$ cat src/rtl/tdm_osc_bank.sv
// tdm_osc_bank: time-multiplexed bank of NUM_OSCS audio oscillators.
// A single counter/phase datapath visits one channel per clock (slot) and
// accumulates the per-channel waveforms into an unsigned mix once per sample.
//
// Ports:
//   clk, reset     clock, synchronous active-high reset
//   cfg_we         config write strobe
//   cfg_be         byte enables for cfg_wdata[7:0] / [15:8]
//   cfg_addr       target oscillator of the config write
//   cfg_wdata      config word {mode[1:0], sync, octave, mantissa}
//   slot           oscillator processed this cycle
//   sample_strobe  one-cycle pulse when audio_out updates
//   audio_out      unsigned mix, left-aligned to OUT_BITS
//   osc_trig       per-channel "phase stepped during last sample" flags
module tdm_osc_bank #(
    parameter int unsigned NUM_OSCS     = 4,
    parameter int unsigned OCT_BITS     = 4,
    parameter int unsigned PERIOD_BITS  = 10,
    parameter int unsigned WAVE_BITS    = 4,
    parameter int unsigned DIVIDER_BITS = 16,
    parameter int unsigned OUT_BITS     = 8,
    localparam int unsigned SLOT_BITS   = $clog2(NUM_OSCS)
) (
    input  logic                 clk,
    input  logic                 reset,
    input  logic                 cfg_we,
    input  logic [1:0]           cfg_be,
    input  logic [SLOT_BITS-1:0] cfg_addr,
    input  logic [15:0]          cfg_wdata,
    output logic [SLOT_BITS-1:0] slot,
    output logic                 sample_strobe,
    output logic [OUT_BITS-1:0]  audio_out,
    output logic [NUM_OSCS-1:0]  osc_trig
);

    localparam int unsigned MIX_BITS = WAVE_BITS + SLOT_BITS;
    localparam int unsigned NUM_OCT  = 2 ** OCT_BITS;

    localparam logic [SLOT_BITS-1:0] LAST_SLOT  = SLOT_BITS'(NUM_OSCS - 1);
    localparam logic [OCT_BITS-1:0]  FREEZE_OCT = '1;

    localparam logic [1:0] MODE_OFF   = 2'b00;
    localparam logic [1:0] MODE_SAW   = 2'b01;
    localparam logic [1:0] MODE_PULSE = 2'b10;
    localparam logic [1:0] MODE_TRI   = 2'b11;

    // Per-channel state
    logic [15:0]            cfg     [NUM_OSCS];
    logic [PERIOD_BITS-1:0] counter [NUM_OSCS];
    logic [WAVE_BITS-1:0]   phase   [NUM_OSCS];

    logic [DIVIDER_BITS-1:0] divider;
    logic [MIX_BITS-1:0]     acc;
    logic                    trig_prev;
    logic [NUM_OSCS-1:0]     trig_seen;

    // Decoded view of the channel in the current slot
    logic [15:0]            cur_cfg;
    logic [1:0]             cur_mode;
    logic                   cur_sync;
    logic [OCT_BITS-1:0]    cur_oct;
    logic [PERIOD_BITS-1:0] cur_period;
    logic [PERIOD_BITS-1:0] cur_cnt;
    logic [WAVE_BITS-1:0]   cur_ph;

    logic                   chan_active;
    logic                   chan_en;
    logic                   do_sync;
    logic                   step;
    logic                   trigger;
    logic [PERIOD_BITS-1:0] next_cnt;
    logic [WAVE_BITS-1:0]   next_ph;
    logic [WAVE_BITS-1:0]   wave;
    logic [MIX_BITS-1:0]    acc_base;
    logic [MIX_BITS-1:0]    mix;
    logic [MIX_BITS+OUT_BITS-1:0] mix_wide;
    logic [NUM_OSCS-1:0]    trig_next;
    logic [SLOT_BITS-1:0]   slot_next;
    logic [NUM_OCT-1:0]     oct_en;

    // Octave k fires when bit k-1 of the divider rises on the next increment,
    // i.e. the low k bits currently read 0111..1.
    assign oct_en[0]         = 1'b1;
    assign oct_en[NUM_OCT-1] = 1'b0;
    for (genvar k = 1; k < NUM_OCT - 1; k++) begin : g_oct_en
        assign oct_en[k] = (divider[k-1:0] == (k)'((1 << (k - 1)) - 1));
    end

    // Channel decode and counter/phase update for the current slot
    always_comb begin
        cur_cfg    = cfg[slot];
        cur_mode   = cur_cfg[15:14];
        cur_sync   = cur_cfg[13];
        cur_oct    = cur_cfg[OCT_BITS+PERIOD_BITS-2 -: OCT_BITS];
        cur_period = {1'b1, cur_cfg[PERIOD_BITS-2:0]};
        cur_cnt    = counter[slot];
        cur_ph     = phase[slot];

        chan_active = (cur_mode != MODE_OFF);
        chan_en     = chan_active && (cur_oct != FREEZE_OCT) && oct_en[cur_oct];
        do_sync     = chan_active && cur_sync && trig_prev;
        step        = chan_en && (cur_cnt == '0);
        trigger     = step && !do_sync;

        next_cnt = cur_cnt;
        next_ph  = cur_ph;
        if (!chan_active) begin
            next_cnt = '0;
            next_ph  = '0;
        end else if (do_sync) begin
            next_cnt = cur_period - PERIOD_BITS'(1);
            next_ph  = '0;
        end else if (chan_en) begin
            next_cnt = step ? (cur_period - PERIOD_BITS'(1)) : (cur_cnt - PERIOD_BITS'(1));
            next_ph  = cur_ph + WAVE_BITS'(step);
        end
    end

    // Waveform from the pre-update phase
    always_comb begin
        wave = '0;
        case (cur_mode)
            MODE_SAW:   wave = cur_ph;
            MODE_PULSE: wave = {WAVE_BITS{cur_ph[WAVE_BITS-1]}};
            MODE_TRI:   wave = cur_ph[WAVE_BITS-1] ? ~{cur_ph[WAVE_BITS-2:0], 1'b0}
                                                   :  {cur_ph[WAVE_BITS-2:0], 1'b0};
            default:    wave = '0;
        endcase
    end

    // Mix accumulation, trigger collection and slot sequencing
    always_comb begin
        acc_base  = (slot == '0) ? '0 : acc;
        mix       = acc_base + MIX_BITS'(wave);
        mix_wide  = {mix, {OUT_BITS{1'b0}}};
        trig_next = trig_seen;
        trig_next[slot] = trigger;
        slot_next = (slot == LAST_SLOT) ? '0 : (slot + SLOT_BITS'(1));
    end

    // State registers
    always_ff @(posedge clk) begin
        if (reset) begin
            for (int j = 0; j < NUM_OSCS; j++) begin
                cfg[j]     <= '0;
                counter[j] <= '0;
                phase[j]   <= '0;
            end
            slot          <= '0;
            divider       <= '0;
            acc           <= '0;
            trig_prev     <= 1'b0;
            trig_seen     <= '0;
            audio_out     <= '0;
            sample_strobe <= 1'b0;
            osc_trig      <= '0;
        end else begin
            slot          <= slot_next;
            counter[slot] <= next_cnt;
            phase[slot]   <= next_ph;
            trig_prev     <= trigger;
            trig_seen     <= trig_next;
            acc           <= mix;
            sample_strobe <= (slot == LAST_SLOT);
            if (slot == LAST_SLOT) begin
                audio_out <= mix_wide[MIX_BITS+OUT_BITS-1 -: OUT_BITS];
                divider   <= divider + DIVIDER_BITS'(1);
                osc_trig  <= trig_next;
            end
            // Addresses beyond NUM_OSCS-1 match no channel and are dropped
            for (int j = 0; j < NUM_OSCS; j++) begin
                if (cfg_we && (cfg_addr == SLOT_BITS'(j))) begin
                    if (cfg_be[0]) cfg[j][7:0]  <= cfg_wdata[7:0];
                    if (cfg_be[1]) cfg[j][15:8] <= cfg_wdata[15:8];
                end
            end
        end
    end

endmodule

$ cat config.mk
export PLATFORM = sky130hd
export DESIGN_NAME = tdm_osc_bank
export DESIGN_NICKNAME = d
export VERILOG_FILES = /design/src/rtl/tdm_osc_bank.sv
export SDC_FILE = /design/constraint.sdc
export NUM_CORES = 1
export LEC_CHECK = 0
export ABC_CLOCK_PERIOD_IN_PS = 3700
export BUFFER_PORTS_ARGS = -buffer_cell sky130_fd_sc_hd__buf_2
export CORE_UTILIZATION = 58
export CTS_BUF_LIST = sky130_fd_sc_hd__clkbuf_8
export CTS_CLUSTER_SIZE = 24
export DETAILED_ROUTE_END_ITERATION = 7
export PLACE_DENSITY = 0.8
export SLEW_MARGIN = 40
export SYNTH_ARGS = -nofsm -noshare
export SYNTH_HDL_FRONTEND = slang
export SYNTH_SLANG_ARGS = --single-unit
$ cat constraint.sdc
create_clock -name clk -period 3.7 [get_ports clk]
set_input_delay 1.11 -clock clk [delete_from_list [all_inputs] [get_ports clk]]
set_output_delay 1.11 -clock clk [all_outputs]
set_load 0.02 [all_outputs]
## Word level (Yosys, flattened, before mapping)

Memory sizes are Yosys's and may differ from the RTL's. A register that Yosys moved wholly into a read port is not among the register bits.
Index checks and enable logic that the tools add are counted.

| operators by class | value |
|---|---|
| add/sub/neg operators | 6 |
| order comparisons | 3 |
| equal/unequal tests | 21 |
| mux-type cells | 61 |
| bitwise logic cells | 10 |
| reduce and logical (&&, ||, !) cells | 19 |

Operator list:

| kind | number |
|---|---|
| $mux W8 | 8 |
| $mux W10 | 5 |
| $mux W1 | 33 |
| $mux W4 | 5 |
| $sub A10 B1 Y10 const B | 2 |
| $add A16 B1 Y16 const B | 1 |
| $eq A14 B13 Y1 const B | 1 |
| $eq A13 B12 Y1 const B | 1 |
| $eq A12 B11 Y1 const B | 1 |
| $pmux W4 S3 | 1 |
| $eq A11 B10 Y1 const B | 1 |
| $logic_and A1 B1 Y1 | 11 |
| $eq A10 B9 Y1 const B | 1 |
| $eq A2 B2 Y1 const B | 5 |
| $logic_not A10 Y1 | 1 |
| $mux W2 | 5 |
| $reduce_or A10 Y1 | 1 |
| $eq A9 B8 Y1 const B | 1 |
| $eq A8 B7 Y1 const B | 1 |
| $or A1 B1 Y1 | 8 |
| $eq A7 B6 Y1 const B | 1 |
| $add A6 B4 Y6 | 1 |
| $eq A2 B1 Y1 const B | 3 |
| $eq A6 B5 Y1 const B | 1 |
| 20 further kinds | 21 |

| storage, ports and cells | value |
|---|---|
| flip-flop bits (word level) | 40 |
| RAM bits | 120 |
| input bits | 23 |
| output and inout bits | 15 |
| logic and storage cells | 131 |
| memories kept | 3 |

Memories:

| name | depth | bits a word | rd ports | clocked after memory_dff | wr ports | RTL line | text |
|---|---|---|---|---|---|---|---|
| cfg | 4 | 16 | 1 | 1 | 4 | 48 | `logic [15:0] cfg [NUM_OSCS];` |
| counter | 4 | 10 | 1 | 1 | 4 | 49 | `logic [PERIOD_BITS-1:0] counter [NUM_OSCS];` |
| phase | 4 | 4 | 1 | 1 | 4 | 50 | `logic [WAVE_BITS-1:0] phase [NUM_OSCS];` |

## Depth between registers and ports, before layout

Gate-level depths: netlist of run 1.

| logic depth | value |
|---|---|
| depth after elaboration | 10 |
| gate-level depth with buffers | 17 |
| mapped depth without buffers | 13 |

## Worst setup path before layout of run 1

OpenSTA, ideal clock, no wires.

| timing path | value |
|---|---|
| path kind | flip-flop to flip-flop |
| start | register slot[0] |
| end | register audio_out[7] |
| arrival | 3697 ps |
| required time | 3629 ps |
| setup slack | -68 ps |
| stages on the path, launching flop included | 18 |
| path buffers | 4 |
| cells stage by stage | dfxtp_1 buf_6 buf_6 buf_6 buf_1 mux4_2 nand2_1 xor2_1 a21o_1 inv_1 ha_1 a21o_1 a21oi_1 nor2b_1 o21ai_0 xnor2_1 nand3_1 a21oi_1 |

| on the way | value |
|---|---|
| longest elaborated chain between the ends | 3 |
| elaborated cells on any way between the ends | 4 |
| classes of those cells | 1 x add/sub; 1 x eq/ne; 1 x mux; 1 x reduce/logical |

Ends and longest elaborated chain:

| what | RTL line | text |
|---|---|---|
| start, declared | 30 | `output logic [SLOT_BITS-1:0] slot,` |
| start signal, assigned | 158 | `slot <= slot_next;` |
| $logic_not A2 Y1 | 133 | `acc_base = (slot == '0) ? '0 : acc;` |
| $mux W6 | 133 |  |
| $add A6 B4 Y6 | 134 | `mix = acc_base + MIX_BITS'(wave);` |
| end signal, assigned | 166 | `audio_out <= mix_wide[MIX_BITS+OUT_BITS-1 -: OUT_BITS];` |
| end, declared | 32 | `output logic [OUT_BITS-1:0] audio_out,` |

Several ways; a longest one is shown, not always the timed one.
A chain may end at the register's enable or synchronous reset.

==> results.md, run 1 <==
- Crit-path slowest cell: or4b_4
- Initial Util: 0.6035
- Yosys warns: 0
- Vias in the first global route: 5671
- Max Root-Sink Buffers: 2
- Setup Skew: 0.008129 ns
- CP bufs+invs: 0
- Nets: 773
- P_leak: 3.315 nW
- Worst r2r src: slot[0]$_SDFF_PP0_
- Worst EP arrival: 3.67 ns
- Post-Route Utilization: 0.6726
- DR WL met3: 1.195 mm
- Max IR drop VDD: 0.3892 mV
- Global placer's final weighted congestion: 0.8869
- Layout cells sized above 1: 0.2056
- Post-DP Area: 8532 um^2
- Placeable Area: 13400 um^2
- Synth area leader: edfxtp_1
- Crit path cell chain: mux4_2, or4_4, or4b_4, nor2_1, ha_1, ha_1, mux2i_1, nor2_1
- Largest net degree at the start of global routing: 40
- Post-CTS sizing: 0
- Final ANT Viol Nets: 0
- Final Hold Fails: 0
- Unique masters post-synth: 64
- Setup CP Type: register to register
- Drt initial violations: 567
- Total wire length: 17.75 mm
- Worst hold path type: register to register
- DRC: 0
- All-Layer GR Usage: 0.2638
- Pre-CTS setup slack: 0.1375 ns
- Post-synth EDFFs: 120
- Worst-Margin Slew: 0.8341 ns
- Worst setup path start: slot[0]$_SDFF_PP0_
- Top_reg_cell synth: edfxtp_1
- Fmax: 288.8 MHz
- TritonRoute pass-1 iters: 8
- Die Wd: 120.1 um
- Mapped cell area: 8087 um^2
- Root buf cell: clkbuf_8
- Clk sinks: 157
- Via density: 6.173
- Critical Path Stages: 8
- Hold buffer count at cts: 0
- Sequential-to-total area share from yosys stat: 0.5372
- Hold Path Depth: 2
- Antenna violations before repair: 0
- Commonest cells post-synth: edfxtp_1 (120), and2_1 (72), nor2_1 (72)
- Die ar.: 14420 um^2
- H-tree Lvls: 4
- GRT overflow: 0
- Ys async rst share: 0
- Gate Count Post-Synth: 677
- Global-route wire length before repair: 28.77 mm
- Final WS setup: 0.2377 ns
- PortBufs: 35
- Worst skew pair latency: 0.46 ns
- Crit path largest cell delay: 0.62 ns
- CP Capture Type: register
- Final setup viols: 0
- Critical Path Source Type: register
- Min-delay src: osc_trig[3]$_SDFFE_PP0P_
- Final Cell Area: 9014 um^2
- Post-route minimum period: 3.462 ns
- Vias post-DR: 5679
- Yosys reg bits: 157
- # diodes: 0
- Largest cells by area after synthesis: edfxtp_1 (45%), dfxtp_1 (9.2%), mux4_2 (8.6%)
- DPL Wire Length: 12.32 mm
- Pwr/cell area: 506.4 nW/um^2
- Worst EP required: 3.91 ns
- Avg WL per Cell: 19.30 um
- Top-area cell type share of the netlist area: 0.4456
- Area grow syn2layout: 11.47%
- Outcome: complete, no violations
- RSZ-0062 raised after global routing: yes
- CP top delay family: simple AND/OR/NAND/NOR gates
- Slew headroom: 0.4402
- Ports: 38
- CTS tree: done
- Max-Cap Viols: 0
- Uppermost layer routed: met4
- Die Y: 120.1 um
- Worst-path clk slew: 0.09 ns
- Post-CTS Setup Inserts: 0
- Num rows: 42
- Routed length on met2: 8.874 mm
- Reg2Reg Depth: 8
- Syn_area_per_cell: 11.94 um^2
- Cell with the most instances after synthesis: edfxtp_1
- CP Max Fanout: 12
- CTS Buf Count: 17
- Fin. max-slew vios: 0
- Overall power: 4.564 mW
- WL met1: 7.238 mm
- Final Cycle Share: 0.9358
## logic make-up (layout without fill, tap and decap cells)
| logic type | count (synthesis) | count (layout) | share of synthesized area |
|---|---|---|---|
| simple gates | 277 | 277 | 0.1849 |
| fa+ha+maj | 19 | 19 | 0.03033 |
| xor+xnor | 23 | 23 | 0.02584 |
| buf+inv | 54 | 120 | 0.03234 |
| compound gates | 102 | 102 | 0.08587 |
| other cells | 1 | 2 | 0.0004637 |
| flops | 157 | 157 | 0.5372 |
| mux | 44 | 44 | 0.1030 |
## placed cells by master, fill, tap and decap left out, types with 3 or more instances in the layout
cell type and n:
xnor2_1 11, a31oi_1 6, clkbuf_8 17, and3_1 4
ha_1 18, and2_1 72, nand2_1 43, nor2_1 71
nor2b_1 10, mux2_2 3, nor3_1 18, a21oi_1 31
buf_2 35, a21o_1 5, nand2b_1 7, nand4_1 9
nor4_1 5, nand3_1 11, a2111oi_0 4, dfxtp_1 35
mux4_2 31, o21ai_0 14, o31ai_1 6, edfxtp_1 120
inv_1 25, a211oi_1 9, nand3b_1 3, mux2i_1 9
xor2_1 11, bufinv_16 5, o21ai_1 5, inv_6 4
nor3b_2 3, nor3b_1 5, buf_4 28, clkinvlp_4 4
a22oi_1 3
## registers in the layout, summed over array words and instances (netlist names)
| register | cells |
|---|---|
| acc | 6 |
| audio_out | 6 |
| cfg | 64 |
| counter | 40 |
| divider | 14 |
| osc_trig | 4 |
| phase | 16 |
| sample_strobe | 1 |
| slot | 2 |
| trig_prev | 1 |
| trig_seen | 3 |
## where the power goes
group | internal, mW | switching, mW
clock network | 0.812 | 0.671
registers | 2.04 | 0.0551
logic | 0.378 | 0.608
total | 3.23 | 1.33
## metal layers
layer,track usage,vias to the layer above
li1,-,2617
met1,0.3342,2791
met2,0.4386,238
met3,0.04990,33
met4,0.1211,0
met5,0,-
## tightest hold or removal path: stages, from the launching register on
cell,delay [ns]
dfxtp_1,0.32
nand2_1,0.05
nand2_1,0.05
## final timing paths
kind | endpoint | slack, ns
hold reg to reg | osc_trig[3]$_SDFFE_PP0P_ | 0.45
hold / removal | osc_trig[3]$_SDFFE_PP0P_ | 0.45
setup / recovery | phase[0][1]$_SDFFCE_PN0P_ | 0.24
setup reg to reg | phase[0][1]$_SDFFCE_PN0P_ | 0.24
## metrics by stage
stage          hold slack, ns   TNS [ns]  cells
2_1_floorplan          0.4262          0    678
3_5_place_dp           0.4330          0    888
5_1_grt                0.4835  -0.001968    920
3_3_place_gp           0.4352          0    888
4_1_cts                0.4465          0    920
6_report               0.4535          0    920
## layout make-up
cell class | instances | area (um^2)
Fill cell | 963 | 4387
Clock buffer | 17 | 234.0
Sequential cell | 157 | 4349
Multi-Input combinational cell | 467 | 3498
Inverter | 25 | 93.84
Tap cell | 176 | 220.2
Timing Repair Buffer | 63 | 385.4
Clock inverter | 15 | 232.7
(Power assumes the default switching activity.)
==> run 2, diff against run 1 <==
--- a/config.mk
+++ b/config.mk
@@ -6,11 +6,11 @@
 export NUM_CORES = 1
 export LEC_CHECK = 0
-export ABC_CLOCK_PERIOD_IN_PS = 3700
+export ABC_CLOCK_PERIOD_IN_PS = 3500
 export BUFFER_PORTS_ARGS = -buffer_cell sky130_fd_sc_hd__buf_2
-export CORE_UTILIZATION = 58
+export CORE_UTILIZATION = 64
 export CTS_BUF_LIST = sky130_fd_sc_hd__clkbuf_8
 export CTS_CLUSTER_SIZE = 24
 export DETAILED_ROUTE_END_ITERATION = 7
-export PLACE_DENSITY = 0.8
+export PLACE_DENSITY = 0.84
 export SLEW_MARGIN = 40
 export SYNTH_ARGS = -nofsm -noshare
==> constraint.sdc (replaced) <==
create_clock -name clk -period 3.5 [get_ports clk]
set_input_delay 1.05 -clock clk [delete_from_list [all_inputs] [get_ports clk]]
set_output_delay 1.05 -clock clk [all_outputs]
set_load 0.005 [all_outputs]
==> results.md, run 2 (synthesis results as in run 1) <==
- Die ar.: 13090 um^2
- R2r endpoint: phase[1][2]$_SDFFCE_PN0P_
- Clock share of power: 0.316
- Min-delay src: osc_trig[3]$_SDFFE_PP0P_
- Worst EP required: 3.72 ns
- Fin. max-slew vios: 0
- Final Cycle Share: 0.9751
- Total wire length: 17.49 mm
- Final Hold Fails: 0
- Drt initial violations: 546
- CTS Buf Count: 17
- Vias in the first global route: 5684
- Worst skew pair latency: 0.47 ns
- All-Layer GR Usage: 0.2877
- Root buf cell: clkbuf_8
- Ports: 38
- Worst-path clk slew: 0.08 ns
- CTS tree: done
- Int Pwr: 3.452 mW
- Outcome: complete, no violations
- Worst EP arrival: 3.63 ns
- DPL Wire Length: 12.15 mm
- Critical Path Source Type: register
- Pre-CTS setup slack: 0.03384 ns
- Setup Skew: 0.01221 ns
- Worst hold path type: register to register
- GRT overflow: 0
- Area grow syn2layout: 12.78%
- PortBufs: 35
- Pwr/cell area: 526.8 nW/um^2
- Largest net degree at the start of global routing: 35
- H-tree Lvls: 4
- Max Root-Sink Buffers: 2
- Vias post-DR: 5674
- Via density: 6.141
- Final setup viols: 0
- Max IR drop VDD: 0.3198 mV
- Clk sinks: 157
- Nets: 785
- Post-route minimum period: 3.413 ns
- Filler cells: 794
- DRC: 0
- Cell Count, Final, Fillers Out: 924
- Worst r2r src: slot[0]$_SDFF_PP0_
- Worst-Margin Slew: 0.7919 ns
- Num rows: 40
- Overall power: 4.804 mW
- Layout cells sized above 1: 0.2183
- # diodes: 0
- Global-route wire length before repair: 28.08 mm
- Avg WL per Cell: 18.93 um
- Final ANT Viol Nets: 0
- Biggest regs: cfg: 64 flops, counter: 40 flops, phase: 16 flops
- Die Y: 114.4 um
- Crit-path slowest cell: or4_4
- Part of the power in combinational logic: 0.224
- CP Max Fanout: 5
- P_leak: 3.397 nW
- Seq pwr share: 0.460
- Top reg by flops: cfg
- Hold Path Depth: 2
- TritonRoute pass-1 iters: 5
- Die Wd: 114.4 um
- R2R setup slack: 0.09 ns
- Largest register FFs: 64
- Sw power: 1.352 mW
- Crit path largest cell delay: 0.57 ns
- Crit path cell chain: buf_6, mux4_2, or4_4, or4b_4, nor2_2, ha_2, ha_1, nand4_1, xor2_2, nor2_1
- Fmax: 293.0 MHz
- Reg2Reg Depth: 10
- Post-DP Area: 8569 um^2
- Antenna violations before repair: 0
- Most frequent cells in the layout: edfxtp_1 (120), and2_1 (72), nor2_1 (70)
- Commonest non-fill, non-tap cell in the layout: edfxtp_1
- Placed insts: 883
- Placeable Area: 12160 um^2
- Max-Cap Viols: 0
- Slew headroom: 0.4708
- Setup CP Type: register to register
- Setup TNS: 0 ns
- Hold EP: osc_trig[3]$_SDFFE_PP0P_
- Final WS setup: 0.08710 ns
- Global placer's final weighted congestion: 0.9422
- Sw frac: 0.2815
- Final Cell Area: 9120 um^2
- Initial Util: 0.6649
- CP Capture Type: register
## run 2: power by group through the flow
stage,registers (mW),clock network (mW),logic (mW)
floorplan,2.23,0,0.765
global placement,2.25,0,0.986
detailed placement,2.26,0,1.01
CTS,2.22,1.53,1.02
global route,2.22,1.60,1.17
finish,2.21,1.52,1.07
## run 2: critical path: cells and delay by family (launching register included)
| family | cells | cell delay (ns) |
|---|---|---|
| XOR/XNOR | 1 | 0.29 |
| adder cells (fa/ha/maj) | 2 | 0.35 |
| buffers and inverters | 1 | 0.14 |
| flip-flops | 1 | 0.39 |
| multiplexers | 1 | 0.54 |
| AND/OR/NAND/NOR | 5 | 1.46 |
## run 2: final cells by class
cell class,count,area (um^2),area share
Clock inverter,14,201.4,0.02209
Sequential cell,157,4349,0.4769
Inverter,25,93.84,0.01029
Tap cell,168,210.2,0.02305
Timing Repair Buffer,75,508.0,0.05570
Multi-Input combinational cell,467,3510,0.3848
Clock buffer,18,247.7,0.02716
## run 2: stage by stage
stage                     hold WS (ns)    util
after detailed placement        0.4337  0.7046
after floorplan                 0.4262       -
after global routing            0.4807  0.7499
final                           0.4474  0.7499
after CTS                       0.4484  0.7418
after global placement          0.4324  0.7044
## run 2: worst max path at each step
stage          depth (start not counted)                          end               start  slack, ns
3_3_place_gp                          11    phase[0][2]$_SDFFCE_PN0P_  slot[0]$_SDFF_PP0_       0.12
4_1_cts                               12    phase[1][2]$_SDFFCE_PN0P_  slot[0]$_SDFF_PP0_       0.09
3_5_place_dp                          10  counter[1][8]$_SDFFCE_PN0P_  slot[0]$_SDFF_PP0_       0.03
5_1_grt                               10    phase[2][2]$_SDFFCE_PN0P_  slot[0]$_SDFF_PP0_      -0.03
2_1_floorplan                         15    phase[0][2]$_SDFFCE_PN0P_  slot[0]$_SDFF_PP0_      0.008
6_report                              10    phase[1][2]$_SDFFCE_PN0P_  slot[0]$_SDFF_PP0_       0.09
## run 2: what timing repair did
item | 4_1_cts | 5_1_grt
setup buffers | 0 | 9
hold buffers | 0 | 0
cloned | 0 | 0
pin swaps | 0 | 4
setup endpoints to repair | 3 | 26
endpoints found under the hold margin | 0 | 0
resized for setup | 1 | 8
## run 2: routing by layer
metal / GRT usage / up-vias / share of wire
met3: 0.06088 / 45 / 0.067
met5: 0 / - / 0
met4: 0.1420 / 0 / 0.029
li1: - / 2634 / -
met2: 0.4711 / 263 / 0.50
met1: 0.3662 / 2732 / 0.40
